**src/rtl/uart_engine.sv**
```systemverilog
// uart_engine: full-duplex UART with a shared 16x oversample tick generator.
//
// TX state  | meaning
// IDLE      | line high, tx_ready asserted, waiting for tx_valid
// START     | start bit (0) for 16 ticks
// DATA      | data bits, LSB first, 16 ticks each
// PARITY    | parity bit, only when parity is enabled
// STOP      | one or two stop bits (1)
//
// RX state  | meaning
// IDLE      | waiting for sync_rx to go low
// START     | confirm the start bit at its mid-point (tick 8)
// DATA      | sample data bits every 16 ticks
// PARITY    | sample parity bit
// STOP      | sample stop bit and deliver (or drop) the word
// WAIT_HIGH | stop bit was low (break); wait for the line to go high
module uart_engine #(
    parameter int DATA_W = 8,
    parameter int DIV_W  = 16
) (
    input  logic              clk,
    input  logic              reset_n,
    input  logic [DIV_W-1:0]  clk_div,
    input  logic [1:0]        parity_mode,
    input  logic              stop2,
    input  logic              tx_valid,
    output logic              tx_ready,
    input  logic [DATA_W-1:0] tx_data,
    output logic              rx_valid,
    input  logic              rx_ready,
    output logic [DATA_W-1:0] rx_data,
    output logic              rx_parity_err,
    output logic              rx_frame_err,
    output logic              rx_overrun,
    input  logic              rx,
    output logic              tx
);
    localparam logic [3:0] BIT_LAST = 4'(DATA_W - 1);

    typedef enum logic [2:0] {
        TX_IDLE, TX_START, TX_DATA, TX_PARITY, TX_STOP
    } tx_state_t;

    typedef enum logic [2:0] {
        RX_IDLE, RX_START, RX_DATA, RX_PARITY, RX_STOP, RX_WAIT_HIGH
    } rx_state_t;

    logic [DIV_W-1:0]  div_cnt;
    logic              tick;

    tx_state_t         tx_state;
    logic [DATA_W-1:0] tx_sh;
    logic [3:0]        tx_ph;
    logic [3:0]        tx_bit;
    logic              tx_par;
    logic              tx_par_en;
    logic              tx_stop2;
    logic              tx_stop_2nd;

    logic [1:0]        rx_sync;
    logic              sync_rx;
    rx_state_t         rx_state;
    logic [DATA_W-1:0] rx_sh;
    logic [3:0]        rx_ph;
    logic [3:0]        rx_bit;
    logic              rx_par_en;
    logic              rx_odd;
    logic              rx_par_bit;
    logic              rx_samp;

    // >= rather than == so a clk_div lowered below the current count wraps at once
    assign tick    = (div_cnt >= clk_div);
    assign sync_rx = rx_sync[1];
    // START samples at the 8th tick (mid-bit); every later sample is 16 ticks on
    assign rx_samp = tick && (rx_ph == ((rx_state == RX_START) ? 4'd7 : 4'd15));

    // Free-running oversample divider: counts 0..clk_div, tick at wrap
    always_ff @(posedge clk or negedge reset_n) begin
        if (!reset_n)  div_cnt <= '0;
        else if (tick) div_cnt <= '0;
        else           div_cnt <= div_cnt + DIV_W'(1);
    end

    // TX FSM: accept on handshake, then shift out start/data/parity/stop bits
    always_ff @(posedge clk or negedge reset_n) begin
        if (!reset_n) begin
            tx_state    <= TX_IDLE;
            tx          <= 1'b1;
            tx_ready    <= 1'b0;
            tx_sh       <= '0;
            tx_ph       <= '0;
            tx_bit      <= '0;
            tx_par      <= 1'b0;
            tx_par_en   <= 1'b0;
            tx_stop2    <= 1'b0;
            tx_stop_2nd <= 1'b0;
        end else if (tx_state == TX_IDLE) begin
            tx_ready <= 1'b1;
            tx       <= 1'b1;
            if (tx_valid && tx_ready) begin
                tx_sh       <= tx_data;
                tx_par      <= (^tx_data) ^ (parity_mode == 2'b10);
                tx_par_en   <= (parity_mode == 2'b01) || (parity_mode == 2'b10);
                tx_stop2    <= stop2;
                tx_stop_2nd <= 1'b0;
                tx_ph       <= '0;
                tx_bit      <= '0;
                tx          <= 1'b0;
                tx_ready    <= 1'b0;
                tx_state    <= TX_START;
            end
        end else if (tick) begin
            if (tx_ph != 4'd15) begin
                tx_ph <= tx_ph + 4'd1;
            end else begin
                tx_ph <= '0;
                case (tx_state)
                    TX_START: begin
                        tx       <= tx_sh[0];
                        tx_state <= TX_DATA;
                    end
                    TX_DATA: begin
                        tx_sh <= tx_sh >> 1;
                        if (tx_bit == BIT_LAST) begin
                            if (tx_par_en) begin
                                tx       <= tx_par;
                                tx_state <= TX_PARITY;
                            end else begin
                                tx       <= 1'b1;
                                tx_state <= TX_STOP;
                            end
                        end else begin
                            tx     <= tx_sh[1];
                            tx_bit <= tx_bit + 4'd1;
                        end
                    end
                    TX_PARITY: begin
                        tx       <= 1'b1;
                        tx_state <= TX_STOP;
                    end
                    TX_STOP: begin
                        if (tx_stop2 && !tx_stop_2nd) begin
                            tx_stop_2nd <= 1'b1;
                        end else begin
                            tx_state <= TX_IDLE;
                            tx_ready <= 1'b1;
                        end
                    end
                    default: tx_state <= TX_IDLE;
                endcase
            end
        end
    end

    // Two-flop synchroniser for the asynchronous serial input, idles high
    always_ff @(posedge clk or negedge reset_n) begin
        if (!reset_n) rx_sync <= 2'b11;
        else          rx_sync <= {rx_sync[0], rx};
    end

    // RX FSM plus the held-word registers and their handshake/overrun handling
    always_ff @(posedge clk or negedge reset_n) begin
        if (!reset_n) begin
            rx_state      <= RX_IDLE;
            rx_sh         <= '0;
            rx_ph         <= '0;
            rx_bit        <= '0;
            rx_par_en     <= 1'b0;
            rx_odd        <= 1'b0;
            rx_par_bit    <= 1'b0;
            rx_valid      <= 1'b0;
            rx_data       <= '0;
            rx_parity_err <= 1'b0;
            rx_frame_err  <= 1'b0;
            rx_overrun    <= 1'b0;
        end else begin
            if (rx_valid && rx_ready) begin
                rx_valid      <= 1'b0;
                rx_overrun    <= 1'b0;
                rx_parity_err <= 1'b0;
                rx_frame_err  <= 1'b0;
            end
            if (tick)    rx_ph <= rx_ph + 4'd1;
            if (rx_samp) rx_ph <= '0;
            case (rx_state)
                RX_IDLE: begin
                    if (!sync_rx) begin
                        rx_state  <= RX_START;
                        rx_ph     <= '0;
                        rx_bit    <= '0;
                        rx_par_en <= (parity_mode == 2'b01) || (parity_mode == 2'b10);
                        rx_odd    <= (parity_mode == 2'b10);
                    end
                end
                RX_START: begin
                    if (rx_samp) rx_state <= sync_rx ? RX_IDLE : RX_DATA;
                end
                RX_DATA: begin
                    if (rx_samp) begin
                        rx_sh  <= {sync_rx, rx_sh[DATA_W-1:1]};
                        rx_bit <= rx_bit + 4'd1;
                        if (rx_bit == BIT_LAST) rx_state <= rx_par_en ? RX_PARITY : RX_STOP;
                    end
                end
                RX_PARITY: begin
                    if (rx_samp) begin
                        rx_par_bit <= sync_rx;
                        rx_state   <= RX_STOP;
                    end
                end
                RX_STOP: begin
                    if (rx_samp) begin
                        // a handshake on this same edge frees the holding register
                        if (!rx_valid || rx_ready) begin
                            rx_valid      <= 1'b1;
                            rx_data       <= rx_sh;
                            rx_parity_err <= rx_par_en && (rx_par_bit != ((^rx_sh) ^ rx_odd));
                            rx_frame_err  <= !sync_rx;
                        end else begin
                            rx_overrun <= 1'b1;
                        end
                        rx_state <= sync_rx ? RX_IDLE : RX_WAIT_HIGH;
                    end
                end
                RX_WAIT_HIGH: begin
                    if (sync_rx) rx_state <= RX_IDLE;
                end
                default: rx_state <= RX_IDLE;
            endcase
        end
    end
endmodule

```
**config.mk**
```make
export PLATFORM = sky130hd
export DESIGN_NAME = uart_engine
export DESIGN_NICKNAME = d
export VERILOG_FILES = /design/src/rtl/uart_engine.sv
export SDC_FILE = /design/constraint.sdc
export NUM_CORES = 1
export LEC_CHECK = 0
export BUFFER_PORTS_ARGS = -buffer_cell sky130_fd_sc_hd__buf_2
export CORE_MARGIN = 2
export CORE_UTILIZATION = 60
export CTS_BUF_LIST = sky130_fd_sc_hd__clkbuf_8
export DETAILED_ROUTE_END_ITERATION = 10
export PLACE_DENSITY_LB_ADDON = 0.08
export SLEW_MARGIN = 0
export SYNTH_ARGS = -nofsm -noshare
export SYNTH_HDL_FRONTEND = slang
export SYNTH_SLANG_ARGS = --single-unit
```
**constraint.sdc**
```tcl
create_clock -name clk -period 3.75 [get_ports clk]
set_clock_uncertainty 0.2 [all_clocks]
set_input_delay 0.5625 -clock clk [delete_from_list [all_inputs] [get_ports clk]]
set_output_delay 0.5625 -clock clk [all_outputs]
set_load 0.03 [all_outputs]
```
Word level (Yosys, flattened, before mapping)
Index checks and enable logic that the tools add are counted.
{"block": "classes", "n_shift": 0, "n_bitwise": 3, "n_mul": 0, "div_mod_pow": 0, "n_eq_ne": 29, "magnitude_cmp": 1, "reduce_logical": 34, "n_mux": 76, "n_addsub": 5}
{"cell": "$mux 4", "count": 16}
{"cell": "$mux 3", "count": 16}
{"cell": "$mux 8", "count": 5}
{"cell": "$mux 1", "count": 33}
{"cell": "$ne 2x2->1 const B", "count": 10}
{"cell": "$pmux 3 s6", "count": 1}
{"cell": "$add 16x1->16 const B", "count": 1}
{"cell": "$add 4x1->4 const B", "count": 4}
{"cell": "$ge 16x16->1", "count": 1}
{"cell": "$mux 16", "count": 1}
{"cell": "$reduce_xor 8->1", "count": 2}
{"cell": "$reduce_and 5->1", "count": 3}
{"cell": "$eq 3x2->1 const B", "count": 4}
{"cell": "$pmux 3 s4", "count": 1}
{"cell": "$reduce_and 2->1", "count": 5}
{"cell": "$reduce_bool 2->1", "count": 5}
{"cell": "$eq 3x3->1 const B", "count": 3}
{"cell": "$reduce_and 3->1", "count": 3}
{"cell": "$eq 4x3->1 const B", "count": 2}
{"cell": "$pmux 4 s2", "count": 1}
{"cell": "$reduce_and 4->1", "count": 2}
{"cell": "$reduce_and 7->1", "count": 1}
{"cell": "$eq 3x1->1 const B", "count": 2}
{"cell": "$logic_not 3->1", "count": 2}
{"cell": "15 further kinds", "count": 24}
{"block": "word_totals", "mem_bits_rw": 0, "latchBits": 0, "ff_bits": 77, "inputBits": 32, "mem_count": 0, "rom_bits": 0, "output_inout_bits": 14, "wordCells": 172}

Longest topological paths before layout
Gate-level depths: netlist of run 1.
{"block": "depth", "depth_word": 7, "depth_mapped": 9, "mapped_depth_nobuf": 8}

Least setup slack after synthesis of run 1
OpenSTA, ideal clock, no wires.
{"block": "synth_path", "kind": "input -> register", "start": "input clk_div[15]", "end": "register tx_ph[2]", "arrival_ns": 2.769, "path_buffers": 0, "path_stages": 8, "setup_ns": 0.079, "path_slack_ns": 0.702, "t_required_ns": 3.471, "cell_sequence": "inv_1 > ha_1 > nand4_2 > or4_4 > a221o_1 > a31oi_1 > mux2_2 > mux2i_1"}
{"block": "synth_between", "elab_chain_cells": 3}
{"item": "from (decl)", "line": "23", "source": "input logic [DIV_W-1:0] clk_div,"}
{"item": "$ge 16x16->1", "line": "72", "source": "assign tick = (div_cnt >= clk_div);"}
{"item": "$reduce_bool 2->1 (no source line)"}
{"item": "$reduce_and 2->1 (no source line)"}
{"item": "to (signal assigned)", "line": "114", "source": "tx_ph <= tx_ph + 4'd1;"}
{"item": "to (decl)", "line": "53", "source": "logic [3:0] tx_ph;"}
Every way passes these cells.
A chain may end at the register's enable or synchronous reset.

Final worst setup path of run 1
{"block": "layout_path", "start": "register div_cnt[13]", "end": "register rx_sh[3]"}
{"block": "layout_between", "elab_chain_cells": 3}
{"item": "from (decl)", "line": "48", "source": "logic [DIV_W-1:0] div_cnt;"}
{"item": "from (signal assigned)", "line": "81", "source": "else div_cnt <= div_cnt + DIV_W'(1);"}
{"item": "$ge 16x16->1", "line": "72"}
{"item": "$logic_and 1x1->1", "line": "75", "source": "assign rx_samp = tick && (rx_ph == ((rx_state == RX_START) ? 4'd7 : 4'd15));"}
{"item": "$reduce_and 2->1 (no source line)"}
{"item": "to (signal assigned)", "line": "200", "source": "rx_sh <= {sync_rx, rx_sh[DATA_W-1:1]};"}
{"item": "to (decl)", "line": "63", "source": "logic [DATA_W-1:0] rx_sh;"}
Every way passes these cells.

==> flow_summary.html, run 1 <==
<table>
<tr><th>Metric</th><th>Value</th></tr>
<tr><th colspan="2">STA</th></tr>
<tr><td>Shortest period the worst path allows</td><td>3.16 ns</td></tr>
<tr><td>Final count of pins violating max slew</td><td>0</td></tr>
<tr><td>Final setup violation count</td><td>0</td></tr>
<tr><td>Count of final hold-check violations</td><td>0</td></tr>
<tr><td>Timing-limited maximum frequency</td><td>0.317 GHz</td></tr>
<tr><td>Tightest slew margin relative to the limit</td><td>0.371</td></tr>
<tr><td>Worst hold margin</td><td>0.106 ns</td></tr>
<tr><td>Final period utilization</td><td>0.842</td></tr>
<tr><td>Transition time at the pin with the least slew margin</td><td>0.943 ns</td></tr>
<tr><td>Unrepaired setup endpoints after global routing</td><td>no</td></tr>
<tr><td>Setup TNS</td><td>0 ns</td></tr>
<tr><th colspan="2">Critical path</th></tr>
<tr><td>CP max-delay cell</td><td>sky130_fd_sc_hd__or4_4</td></tr>
<tr><td>Crit start category</td><td>flop</td></tr>
<tr><td>Family of cells with the greatest summed delay on the critical path</td><td>compound AO/OA/AOI/OAI gates</td></tr>
<tr><td>Buffering stage count on the worst path with inverters included</td><td>0</td></tr>
<tr><td>Worst setup EP type</td><td>flop</td></tr>
<tr><td>Worst EP arrival</td><td>3.20 ns</td></tr>
<tr><td>Cells traversed along the worst timing path</td><td>ha_1, nand4_2, or4_4, a221oi_4, o311a_1, mux2_2</td></tr>
<tr><td>CP max stage delay</td><td>0.59 ns</td></tr>
<tr><td>Setup Crit Path Kind</td><td>flop to flop</td></tr>
<tr><td>Crit Path Max Fanout</td><td>13</td></tr>
<tr><td>Worst path required time</td><td>3.79 ns</td></tr>
<tr><th colspan="2">Min path</th></tr>
<tr><td>Hold/Removal Path Class</td><td>input port to flop</td></tr>
<tr><th colspan="2">Logic synthesis</th></tr>
<tr><td>EDFF count, synth</td><td>0</td></tr>
<tr><td>Synthesis Warnings</td><td>0</td></tr>
<tr><td>Most used standard cells in the synthesized netlist</td><td>74 x sky130_fd_sc_hd__dfrtp_1, 39 x sky130_fd_sc_hd__mux2_2, 39 x sky130_fd_sc_hd__nand2_1</td></tr>
<tr><td>Count of mapped cells out of synthesis</td><td>420</td></tr>
<tr><td>Top area cells in the synthesized netlist</td><td>sky130_fd_sc_hd__dfrtp_1 43%, sky130_fd_sc_hd__mux2_2 10%, sky130_fd_sc_hd__ha_1 6.4%</td></tr>
<tr><td>Unique masters post-synth</td><td>53</td></tr>
<tr><td>Primary FF master, synth</td><td>sky130_fd_sc_hd__dfrtp_1</td></tr>
<tr><td>Cell area after synthesis</td><td>4280 sq um</td></tr>
<tr><td>Biggest area consumer among synthesized cells</td><td>sky130_fd_sc_hd__dfrtp_1</td></tr>
<tr><td>Fraction of post-synthesis cell area in the top cell type by area</td><td>0.433</td></tr>
<tr><td>Seq cells post-synth</td><td>77</td></tr>
<tr><td>Synthesized net count</td><td>474</td></tr>
<tr><td>Average size of a mapped cell</td><td>10.2 sq um</td></tr>
<tr><td>Register area share after synthesis</td><td>0.451</td></tr>
<tr><td>Share of async-settable or async-resettable flops after synthesis</td><td>1.00</td></tr>
<tr><td>Top-count cell post-synth</td><td>sky130_fd_sc_hd__dfrtp_1</td></tr>
<tr><th colspan="2">Placed design</th></tr>
<tr><td>Area post-placement</td><td>4620 sq um</td></tr>
<tr><td>Final RePlAce weighted congestion</td><td>0.803</td></tr>
<tr><td>Hpwl dp</td><td>5780 microns</td></tr>
<tr><td>Port bufs</td><td>45</td></tr>
<tr><td>Placed Cells incl. Taps</td><td>555</td></tr>
<tr><th colspan="2">Routing</th></tr>
<tr><td>Total via count after detailed routing</td><td>3206</td></tr>
<tr><td>DRC violations left</td><td>0</td></tr>
<tr><td>Total iterations of the first detailed-routing run</td><td>4</td></tr>
<tr><td>Vias per cell</td><td>5.61</td></tr>
<tr><td>Routed Antenna Nets</td><td>0</td></tr>
<tr><td>Detailed Route WL</td><td>8110 microns</td></tr>
<tr><td>Starting DRT DRC Count</td><td>133</td></tr>
<tr><td>Routed wirelength normalized by instance count</td><td>14.2 microns</td></tr>
<tr><th colspan="2">Clock network</th></tr>
<tr><td>CTS Sinks</td><td>77</td></tr>
<tr><td>CTS Hold Buffers Added</td><td>0</td></tr>
<tr><td>Clock-pin slew on the worst setup and hold paths</td><td>0.09 ns</td></tr>
<tr><td>Root buf cell</td><td>sky130_fd_sc_hd__clkbuf_8</td></tr>
<tr><td>Post-CTS setup buffer count</td><td>0</td></tr>
<tr><td>CTS tree</td><td>done</td></tr>
<tr><td>Inserted Clock Buffers</td><td>9</td></tr>
<tr><td>Insertion delay of the later-clocked pin in the worst-skew pair</td><td>0.35 ns</td></tr>
<tr><td>Buffer depth of the longest clock path</td><td>2</td></tr>
<tr><td>H-tree depth</td><td>3</td></tr>
<tr><td>Number of cells upsized or downsized after cts</td><td>0</td></tr>
<tr><th colspan="2">Die</th></tr>
<tr><td>Number of top-level pins</td><td>46</td></tr>
<tr><td>Area enclosed by the die boundary</td><td>7820 sq um</td></tr>
<tr><td>Effective utilization at floorplan</td><td>0.626</td></tr>
<tr><td>Core Box Area</td><td>6830 sq um</td></tr>
<tr><td>Placement Rows</td><td>30</td></tr>
<tr><td>DIE WIDTH</td><td>88.4 microns</td></tr>
<tr><td>Die outline height</td><td>88.4 microns</td></tr>
<tr><th colspan="2">Layout</th></tr>
<tr><td>Final antenna diode count</td><td>0</td></tr>
<tr><td>Number of inserted filler cells in the final layout</td><td>540</td></tr>
<tr><td>Number of standard cells in the layout, taps in and fillers out</td><td>571</td></tr>
<tr><td>Share of final-layout standard cells stronger than drive strength 1</td><td>0.246</td></tr>
<tr><td>Nets@finish</td><td>524</td></tr>
<tr><td>FF+latch area</td><td>1930 sq um</td></tr>
<tr><td>Post-route design area</td><td>4850 sq um</td></tr>
<tr><td>Growth of design area from synthesis to finish</td><td>13.5%</td></tr>
<tr><td>Area of combinational cells with multiple inputs</td><td>2200 sq um</td></tr>
<tr><th colspan="2">Pwr</th></tr>
<tr><td>Total Power</td><td>2810 uW</td></tr>
<tr><td>Static leakage power</td><td>0.00235 uW</td></tr>
<tr><td>Maximum VDD drop</td><td>0.300 mV</td></tr>
<tr><td>Power density normalized to cell area</td><td>578 nW/um^2</td></tr>
<tr><th colspan="2">Global route</th></tr>
<tr><td>Vias in the first global route</td><td>3120</td></tr>
<tr><td>Pin count of the biggest net entering global routing</td><td>78</td></tr>
<tr><td>Initial antenna violation count</td><td>0</td></tr>
<tr><td>First-pass GRT wire length</td><td>13900 microns</td></tr>
<tr><td>Total track usage</td><td>0.224</td></tr>
<tr><td>Remaining global-route overflow</td><td>0</td></tr>
<tr><th colspan="2">Run</th></tr>
<tr><td>Maximum capacitance violations</td><td>0</td></tr>
<tr><th colspan="2">Status</th></tr>
<tr><td>Status</td><td>finished, final reports clean</td></tr>
</table>
sequential cells by signal, indices dropped and copies added (netlist names), 2 cells and up:
name and count:
div_cnt 16, rx_data 8, rx_sh 8, tx_sh 8
rx_bit 4, rx_ph 4, tx_bit 4, tx_ph 4
rx_state 3, tx_state 3, rx_sync 2
cells in the final DEF, fill, tap and decap left out, drive strengths merged, types with 4 or more instances in the layout:
cell,n
dfrtp,74
buf,51
nand2,39
mux2,39
nor2,32
inv,29
a21oi,25
ha,22
xnor2,18
o21ai,17
nand3,16
xor2,13
clkbuf,10
and3,8
nand2b,7
nand4,5
or4,5
o2bb2ai,4
mux2i,4
a31oi,4
o31ai,4
where the power goes:
part | internal, uW | switching, uW
sequential | 1010 | 207
combinational | 415 | 442
clock | 399 | 328
total | 1830 | 977
path summary, 6_finish.rpt:
| kind | startpoint | end | slack [ns] | cells past startpoint |
|---|---|---|---|---|
| worst max-delay path | div_cnt[13] | rx_sh[3] | 0.59 | 6 |
| worst min-delay path | rx | rx_sync[0] | 0.11 | 1 |
| worst max register to register | div_cnt[13] | rx_sh[3] | 0.59 | 6 |
| worst min register to register | rx_sync[0] | rx_sync[1] | 0.16 | 0 |
| max in group asynchronous | reset_n | div_cnt[15] | 2.58 | 1 |
| min in group asynchronous | reset_n | div_cnt[13] | 0.13 | 1 |
per-layer routing:
layer	vias up	track usage	wire length [microns]
met5	-	0	0
met4	0	0.0840	120
met3	13	0.0317	203
met2	51	0.362	3790
met1	1557	0.310	3990
li1	1585	-	-
stage by stage:
step | worst slack [ns] | util
floorplan | 0.702 | -
global placement | 0.421 | 0.676
detailed placement | 0.352 | 0.676
CTS | 0.600 | 0.710
global route | 0.445 | 0.710
finish | 0.591 | 0.710
cell type report:
cell class              count  area share
flip-flops and latches     77       0.398
clock inverters             6      0.0193
inverters                  27      0.0209
clock buffers              10      0.0284
multi-input cells         304       0.453
repair buffers             51      0.0562
well taps                  96      0.0248
cell families (layout without fill, tap and decap cells):
kind of cell             count (synthesis)  in the layout  synth area share
flip-flops                              77             77             0.451
XOR/XNOR                                31             31            0.0635
buffers and inverters                   39             94            0.0351
AO/OA/AOI/OAI                           77             77             0.123
multiplexers                            43             43             0.112
adder cells (fa/ha/maj)                 22             22            0.0644
AND/OR/NAND/NOR                        131            131             0.151
No activity file was read; power rests on OpenSTA's default activity.
==> run 2: changes to the inputs <==
CORE_UTILIZATION = 55   (was 60)
clock period = 2.6 ns   (was 3.75 ns; I/O delays follow)
==> flow_summary.html, run 2 (synthesis results as in run 1) <==
<table>
<tr><th>Metric</th><th>Value</th></tr>
<tr><th colspan="2">Critical path</th></tr>
<tr><td>Buffering stage count on the worst path with inverters included</td><td>1</td></tr>
<tr><td>Worst EP arrival</td><td>2.89 ns</td></tr>
<tr><td>CP max-delay cell</td><td>sky130_fd_sc_hd__or4_4</td></tr>
<tr><td>Path length in cells of the critical path</td><td>8</td></tr>
<tr><td>Family of cells with the greatest summed delay on the critical path</td><td>compound AO/OA/AOI/OAI gates</td></tr>
<tr><td>Setup Crit Path Kind</td><td>flop to flop</td></tr>
<tr><td>Reg-to-reg critical path endpoint</td><td>rx_state[0]</td></tr>
<tr><td>Launch point of the worst reg-to-reg path</td><td>div_cnt[9]</td></tr>
<tr><td>Cells traversed along the worst timing path</td><td>ha_4, nand4_1, or4_4, a221oi_4, buf_12, o311ai_4, a221oi_2, mux2_2</td></tr>
<tr><td>Crit Path Max Fanout</td><td>5</td></tr>
<tr><td>Crit start category</td><td>flop</td></tr>
<tr><td>Depth of the worst register-to-register path</td><td>8</td></tr>
<tr><td>CP max stage delay</td><td>0.52 ns</td></tr>
<tr><td>Worst setup EP type</td><td>flop</td></tr>
<tr><td>Source of the critical timing path</td><td>div_cnt[9]</td></tr>
<tr><td>Worst path required time</td><td>2.64 ns</td></tr>
<tr><td>Setup slack, reg-to-reg</td><td>-0.26 ns</td></tr>
<tr><td>Crit path to</td><td>rx_state[0]</td></tr>
<tr><th colspan="2">Layout</th></tr>
<tr><td>Commonest cells after routing, fill and taps aside</td><td>73 x sky130_fd_sc_hd__dfrtp_1, 48 x sky130_fd_sc_hd__buf_4, 44 x sky130_fd_sc_hd__buf_2, 36 x sky130_fd_sc_hd__nand2_1</td></tr>
<tr><td>Number of inserted filler cells in the final layout</td><td>582</td></tr>
<tr><td>Growth of design area from synthesis to finish</td><td>28.2%</td></tr>
<tr><td>Final core utilization</td><td>0.717</td></tr>
<tr><td>Register with the most flip-flops</td><td>div_cnt</td></tr>
<tr><td>Post-route design area</td><td>5480 sq um</td></tr>
<tr><td>Share of final-layout standard cells stronger than drive strength 1</td><td>0.356</td></tr>
<tr><td>Most common cell after layout, fill and taps aside</td><td>sky130_fd_sc_hd__dfrtp_1</td></tr>
<tr><td>Area of combinational cells with multiple inputs</td><td>2410 sq um</td></tr>
<tr><td>Final antenna diode count</td><td>0</td></tr>
<tr><td>Nets@finish</td><td>574</td></tr>
<tr><td>FF+latch area</td><td>1930 sq um</td></tr>
<tr><td>Number of flip-flops in the largest register</td><td>16</td></tr>
<tr><th colspan="2">STA</th></tr>
<tr><td>Final period utilization</td><td>1.10</td></tr>
<tr><td>Timing-limited maximum frequency</td><td>0.350 GHz</td></tr>
<tr><td>Transition time at the pin with the least slew margin</td><td>0.624 ns</td></tr>
<tr><td>Count of final hold-check violations</td><td>0</td></tr>
<tr><td>Unrepaired setup endpoints after global routing</td><td>yes</td></tr>
<tr><td>Final worst slack</td><td>-0.259 ns</td></tr>
<tr><td>Final setup violation count</td><td>46</td></tr>
<tr><td>Shortest period the worst path allows</td><td>2.86 ns</td></tr>
<tr><td>Final count of pins violating max slew</td><td>0</td></tr>
<tr><td>Tightest slew margin relative to the limit</td><td>0.583</td></tr>
<tr><th colspan="2">Pwr</th></tr>
<tr><td>Power density normalized to cell area</td><td>788 nW/um^2</td></tr>
<tr><td>Maximum VDD drop</td><td>0.446 mV</td></tr>
<tr><td>Static leakage power</td><td>0.00262 uW</td></tr>
<tr><th colspan="2">Global route</th></tr>
<tr><td>First-pass GRT wire length</td><td>15300 microns</td></tr>
<tr><td>Total track usage</td><td>0.225</td></tr>
<tr><td>Remaining global-route overflow</td><td>0</td></tr>
<tr><td>Vias in the first global route</td><td>3364</td></tr>
<tr><td>Initial antenna violation count</td><td>0</td></tr>
<tr><td>Pin count of the biggest net entering global routing</td><td>40</td></tr>
<tr><th colspan="2">Routing</th></tr>
<tr><td>Vias per cell</td><td>5.46</td></tr>
<tr><td>Wire length on met1</td><td>4140 microns</td></tr>
<tr><td>Detailed route wirelength on metal3</td><td>247 microns</td></tr>
<tr><td>Uppermost signal routing layer after detailed routing</td><td>met4</td></tr>
<tr><td>Routed wirelength normalized by instance count</td><td>14.3 microns</td></tr>
<tr><td>Routed wl met2</td><td>4400 microns</td></tr>
<tr><td>Detailed Route WL</td><td>8950 microns</td></tr>
<tr><td>Routed Antenna Nets</td><td>0</td></tr>
<tr><td>Total via count after detailed routing</td><td>3422</td></tr>
<tr><td>Total iterations of the first detailed-routing run</td><td>5</td></tr>
<tr><td>DRC violations left</td><td>0</td></tr>
<tr><td>Starting DRT DRC Count</td><td>110</td></tr>
<tr><th colspan="2">Die</th></tr>
<tr><td>DIE WIDTH</td><td>92.2 microns</td></tr>
<tr><td>Die outline height</td><td>92.2 microns</td></tr>
<tr><td>Area enclosed by the die boundary</td><td>8500 sq um</td></tr>
<tr><td>Core Box Area</td><td>7650 sq um</td></tr>
<tr><td>Placement Rows</td><td>32</td></tr>
<tr><td>Number of top-level pins</td><td>46</td></tr>
<tr><td>Effective utilization at floorplan</td><td>0.559</td></tr>
<tr><th colspan="2">Clock network</th></tr>
<tr><td>CTS tree</td><td>done</td></tr>
<tr><td>Clock-pin slew on the worst setup and hold paths</td><td>0.09 ns</td></tr>
<tr><td>H-tree depth</td><td>3</td></tr>
<tr><td>Root buf cell</td><td>sky130_fd_sc_hd__clkbuf_8</td></tr>
<tr><td>Buffer depth of the longest clock path</td><td>2</td></tr>
<tr><td>Insertion delay of the later-clocked pin in the worst-skew pair</td><td>0.35 ns</td></tr>
<tr><td>Inserted Clock Buffers</td><td>9</td></tr>
<tr><td>CTS Sinks</td><td>77</td></tr>
<tr><th colspan="2">Status</th></tr>
<tr><td>Failing checks</td><td>negative setup slack</td></tr>
<tr><td>Status</td><td>finished, violations left</td></tr>
<tr><th colspan="2">Min path</th></tr>
<tr><td>Start point of the worst min-delay path</td><td>rx_ready</td></tr>
<tr><td>Hold/Removal Path Class</td><td>input port to flop</td></tr>
<tr><th colspan="2">Placed design</th></tr>
<tr><td>Port bufs</td><td>45</td></tr>
<tr><td>Final RePlAce weighted congestion</td><td>0.816</td></tr>
<tr><td>Hpwl dp</td><td>6380 microns</td></tr>
<tr><td>Area post-placement</td><td>5050 sq um</td></tr>
<tr><th colspan="2">Run</th></tr>
<tr><td>Maximum capacitance violations</td><td>0</td></tr>
</table>
## run 2: changes by cell type in the layout (fill, tap and decap cells not counted), moves of 3 or more
cell | before | now
sky130_fd_sc_hd__a21oi_1 | 25 | 21
sky130_fd_sc_hd__buf_12 | 0 | 3
sky130_fd_sc_hd__buf_4 | 7 | 48
sky130_fd_sc_hd__buf_6 | 0 | 4
sky130_fd_sc_hd__ha_1 | 22 | 19
sky130_fd_sc_hd__ha_4 | 0 | 3
sky130_fd_sc_hd__mux2_2 | 39 | 31
sky130_fd_sc_hd__mux2_4 | 0 | 8
sky130_fd_sc_hd__nand2_1 | 39 | 36
## run 2: timing repair
item / 4_1_cts / 5_1_grt
setup buffers: 5 / 4
setup endpoints to repair: 45 / 52
hold buffers: 2 / 0
pin swaps: 9 / 5
hold endpoints to repair: 36 / 0
gates resized for setup: 21 / 11
## run 2: worst min path at each step
stage,slack (ns),end,cells past startpoint
after floorplan,-0.11,div_cnt[0],0
after global placement,0.15,rx_sync[1],0
after detailed placement,0.15,rx_sync[1],0
after CTS,0.006,rx_overrun,2
after global routing,0.01,rx_overrun,2
final,0.02,rx_overrun,2
## run 2: area by class of cell
| cell class | instances | area share |
|---|---|---|
| Clock buffer | 9 | 0.0226 |
| Clock inverter | 7 | 0.0146 |
| Inverter | 27 | 0.0185 |
| Multi-Input combinational cell | 304 | 0.440 |
| Sequential cell | 77 | 0.352 |
| Tap cell | 102 | 0.0233 |
| Timing Repair Buffer | 101 | 0.129 |
## run 2: worst reg2reg max path, stage by stage, from the launching register on
cell	delay [ns]
sky130_fd_sc_hd__dfrtp_1	0.43
sky130_fd_sc_hd__ha_4	0.28
sky130_fd_sc_hd__nand4_1	0.13
sky130_fd_sc_hd__or4_4	0.52
sky130_fd_sc_hd__a221oi_4	0.24
sky130_fd_sc_hd__buf_12	0.16
sky130_fd_sc_hd__o311ai_4	0.09
sky130_fd_sc_hd__a221oi_2	0.33
sky130_fd_sc_hd__mux2_2	0.36
## run 2: per-layer routing
layer / GRT usage / vias to the layer above
met4: 0.0833 / 0
met3: 0.0378 / 13
li1: - / 1680
met1: 0.286 / 1675
met2: 0.388 / 54
met5: 0 / -
## run 2: where the power goes
group | switching [uW] | internal, uW
Combinational | 846 | 846
Sequential | 215 | 1460
Clock | 489 | 459
## run 2: through the flow
step | cells | hold slack, ns | worst slack, ns | power, uW | TNS (ns)
2_1_floorplan | 420 | -0.106 | -0.174 | 2720 | -1.60
3_3_place_gp | 602 | 0.149 | -0.315 | 3170 | -8.79
3_5_place_dp | 602 | 0.151 | -0.357 | 3240 | -10.25
4_1_cts | 624 | 0.00633 | -0.243 | 4310 | -5.11
5_1_grt | 627 | 0.0149 | -0.343 | 4600 | -9.18
6_report | 627 | 0.0193 | -0.259 | 4320 | -5.95
==> run 3: changes to the inputs <==
HOLD_SLACK_MARGIN = 0.1   (was default)
SKIP_CTS_REPAIR_TIMING = 1   (was default)
==> flow_summary.html, run 3 (synthesis results as in run 1) <==
<table>
<tr><th>Metric</th><th>Value</th></tr>
<tr><th colspan="2">Layout</th></tr>
<tr><td>Growth of design area from synthesis to finish</td><td>28.6%</td></tr>
<tr><td>Number of flip-flops in the largest register</td><td>16</td></tr>
<tr><td>Most common cell after layout, fill and taps aside</td><td>sky130_fd_sc_hd__dfrtp_1</td></tr>
<tr><td>Number of inserted filler cells in the final layout</td><td>585</td></tr>
<tr><td>Share of final-layout standard cells stronger than drive strength 1</td><td>0.355</td></tr>
<tr><td>Nets@finish</td><td>578</td></tr>
<tr><td>Commonest cells after routing, fill and taps aside</td><td>73 x sky130_fd_sc_hd__dfrtp_1, 50 x sky130_fd_sc_hd__buf_4, 44 x sky130_fd_sc_hd__buf_2, 36 x sky130_fd_sc_hd__nand2_1</td></tr>
<tr><td>Final antenna diode count</td><td>0</td></tr>
<tr><td>Register with the most flip-flops</td><td>div_cnt</td></tr>
<tr><th colspan="2">Clock network</th></tr>
<tr><td>Buffer depth of the longest clock path</td><td>2</td></tr>
<tr><td>Inserted Clock Buffers</td><td>9</td></tr>
<tr><td>CTS Sinks</td><td>77</td></tr>
<tr><td>Insertion delay of the later-clocked pin in the worst-skew pair</td><td>0.35 ns</td></tr>
<tr><td>Root buf cell</td><td>sky130_fd_sc_hd__clkbuf_8</td></tr>
<tr><td>H-tree depth</td><td>3</td></tr>
<tr><td>CTS tree</td><td>done</td></tr>
<tr><td>Clock-pin slew on the worst setup and hold paths</td><td>0.09 ns</td></tr>
<tr><th colspan="2">Min path</th></tr>
<tr><td>Hold/Removal Path Class</td><td>input port to flop</td></tr>
<tr><th colspan="2">Routing</th></tr>
<tr><td>Routed Antenna Nets</td><td>0</td></tr>
<tr><td>Starting DRT DRC Count</td><td>88</td></tr>
<tr><td>Routed wirelength normalized by instance count</td><td>14.1 microns</td></tr>
<tr><td>Detailed Route WL</td><td>8920 microns</td></tr>
<tr><td>DRC violations left</td><td>0</td></tr>
<tr><td>Vias per cell</td><td>5.43</td></tr>
<tr><td>Total iterations of the first detailed-routing run</td><td>6</td></tr>
<tr><td>Total via count after detailed routing</td><td>3426</td></tr>
<tr><th colspan="2">Die</th></tr>
<tr><td>Die outline height</td><td>92.2 microns</td></tr>
<tr><td>Number of top-level pins</td><td>46</td></tr>
<tr><td>Placement Rows</td><td>32</td></tr>
<tr><td>DIE WIDTH</td><td>92.2 microns</td></tr>
<tr><td>Core Box Area</td><td>7650 sq um</td></tr>
<tr><td>Area enclosed by the die boundary</td><td>8500 sq um</td></tr>
<tr><td>Effective utilization at floorplan</td><td>0.559</td></tr>
<tr><th colspan="2">Global route</th></tr>
<tr><td>Initial antenna violation count</td><td>0</td></tr>
<tr><td>Global routing usage on met2</td><td>0.375</td></tr>
<tr><td>Met3 Track Usage GR</td><td>0.0378</td></tr>
<tr><td>Met1 Resource Use GR</td><td>0.279</td></tr>
<tr><td>Pin count of the biggest net entering global routing</td><td>40</td></tr>
<tr><td>Total track usage</td><td>0.220</td></tr>
<tr><td>GR peak layer</td><td>met2</td></tr>
<tr><td>Remaining global-route overflow</td><td>0</td></tr>
<tr><td>First-pass GRT wire length</td><td>14900 microns</td></tr>
<tr><td>Vias in the first global route</td><td>3301</td></tr>
<tr><th colspan="2">Critical path</th></tr>
<tr><td>Setup Crit Path Kind</td><td>flop to flop</td></tr>
<tr><td>Crit start category</td><td>flop</td></tr>
<tr><td>Family of cells with the greatest summed delay on the critical path</td><td>compound AO/OA/AOI/OAI gates</td></tr>
<tr><td>Buffering stage count on the worst path with inverters included</td><td>1</td></tr>
<tr><td>Crit Path Max Fanout</td><td>5</td></tr>
<tr><td>CP max stage delay</td><td>0.52 ns</td></tr>
<tr><td>Worst path required time</td><td>2.64 ns</td></tr>
<tr><td>Worst EP arrival</td><td>2.91 ns</td></tr>
<tr><td>Worst setup EP type</td><td>flop</td></tr>
<tr><td>Cells traversed along the worst timing path</td><td>ha_1, nand4_1, or4_4, a221oi_4, buf_12, o311ai_2, a221oi_2, mux2_2</td></tr>
<tr><td>CP max-delay cell</td><td>sky130_fd_sc_hd__or4_4</td></tr>
<tr><th colspan="2">Pwr</th></tr>
<tr><td>Maximum VDD drop</td><td>0.445 mV</td></tr>
<tr><td>Internal power of the cells</td><td>2780 uW</td></tr>
<tr><td>Power dissipated by switching net loads</td><td>1550 uW</td></tr>
<tr><td>Clock network fraction of design power</td><td>0.218</td></tr>
<tr><td>Static leakage power</td><td>0.00265 uW</td></tr>
<tr><td>Switching fraction of total power</td><td>0.358</td></tr>
<tr><td>Combinational Power Share</td><td>0.393</td></tr>
<tr><td>Power density normalized to cell area</td><td>787 nW/um^2</td></tr>
<tr><td>Sequential fraction of design power</td><td>0.389</td></tr>
<tr><th colspan="2">Status</th></tr>
<tr><td>Failing checks</td><td>negative setup slack</td></tr>
<tr><td>Status</td><td>finished, violations left</td></tr>
<tr><th colspan="2">STA</th></tr>
<tr><td>Final period utilization</td><td>1.10</td></tr>
<tr><td>Setup TNS</td><td>-5.74 ns</td></tr>
<tr><td>Final worst slack</td><td>-0.272 ns</td></tr>
<tr><td>Timing-limited maximum frequency</td><td>0.348 GHz</td></tr>
<tr><td>Worst hold margin</td><td>0.116 ns</td></tr>
<tr><td>Shortest period the worst path allows</td><td>2.87 ns</td></tr>
<tr><td>Tightest slew margin relative to the limit</td><td>0.598</td></tr>
<tr><td>Final setup violation count</td><td>46</td></tr>
<tr><td>Transition time at the pin with the least slew margin</td><td>0.603 ns</td></tr>
<tr><td>Unrepaired setup endpoints after global routing</td><td>yes</td></tr>
<tr><td>Final count of pins violating max slew</td><td>0</td></tr>
<tr><td>Count of final hold-check violations</td><td>0</td></tr>
<tr><th colspan="2">Placed design</th></tr>
<tr><td>Hpwl dp</td><td>6380 microns</td></tr>
<tr><td>Final RePlAce weighted congestion</td><td>0.816</td></tr>
<tr><td>Port bufs</td><td>45</td></tr>
<tr><th colspan="2">Run</th></tr>
<tr><td>Maximum capacitance violations</td><td>0</td></tr>
</table>
run 3: power by group through the flow:
stage | clock, uW | combinational, uW | sequential (uW)
floorplan | 0 | 1040 | 1690
global placement | 0 | 1500 | 1680
detailed placement | 0 | 1550 | 1690
CTS | 975 | 1560 | 1670
global route | 1020 | 1880 | 1710
finish | 943 | 1700 | 1680
run 3: area by class of cell:
cell class | count | area [sq um] | area share
Sequential cell | 77 | 1930 | 0.351
Tap cell | 102 | 128 | 0.0232
Multi-Input combinational cell | 304 | 2390 | 0.435
Clock inverter | 7 | 80.1 | 0.0146
Clock buffer | 9 | 124 | 0.0225
Inverter | 27 | 101 | 0.0184
Timing Repair Buffer | 105 | 741 | 0.135
run 3: stage by stage:
stage	setup slack, ns	instance area (sq um)	util	power (uW)	cells
2_1_floorplan	-0.174	4370	-	2720	420
3_3_place_gp	-0.315	5050	0.660	3170	602
3_5_place_dp	-0.357	5050	0.660	3240	602
4_1_cts	-0.271	5250	0.687	4200	618
5_1_grt	-0.371	5500	0.719	4610	631
6_report	-0.272	5500	0.719	4330	631
run 3: final timing paths:
path	cells past startpoint	slack, ns	start	end
worst min-delay path	2	0.12	tx_data[7]	tx_sh[7]
worst max-delay path	8	-0.27	div_cnt[10]	rx_state[0]
worst max register to register	8	-0.27	div_cnt[10]	rx_state[0]
worst min register to register	0	0.17	rx_sync[0]	rx_sync[1]
min in group asynchronous	2	0.35	reset_n	div_cnt[15]
max in group asynchronous	3	1.18	reset_n	rx_sync[1]
run 3: layer usage:
layer,wire length (microns),vias to the layer above
met2,4400,52
met1,4140,1665
met5,0,-
li1,-,1698
met3,239,11
met4,135,0
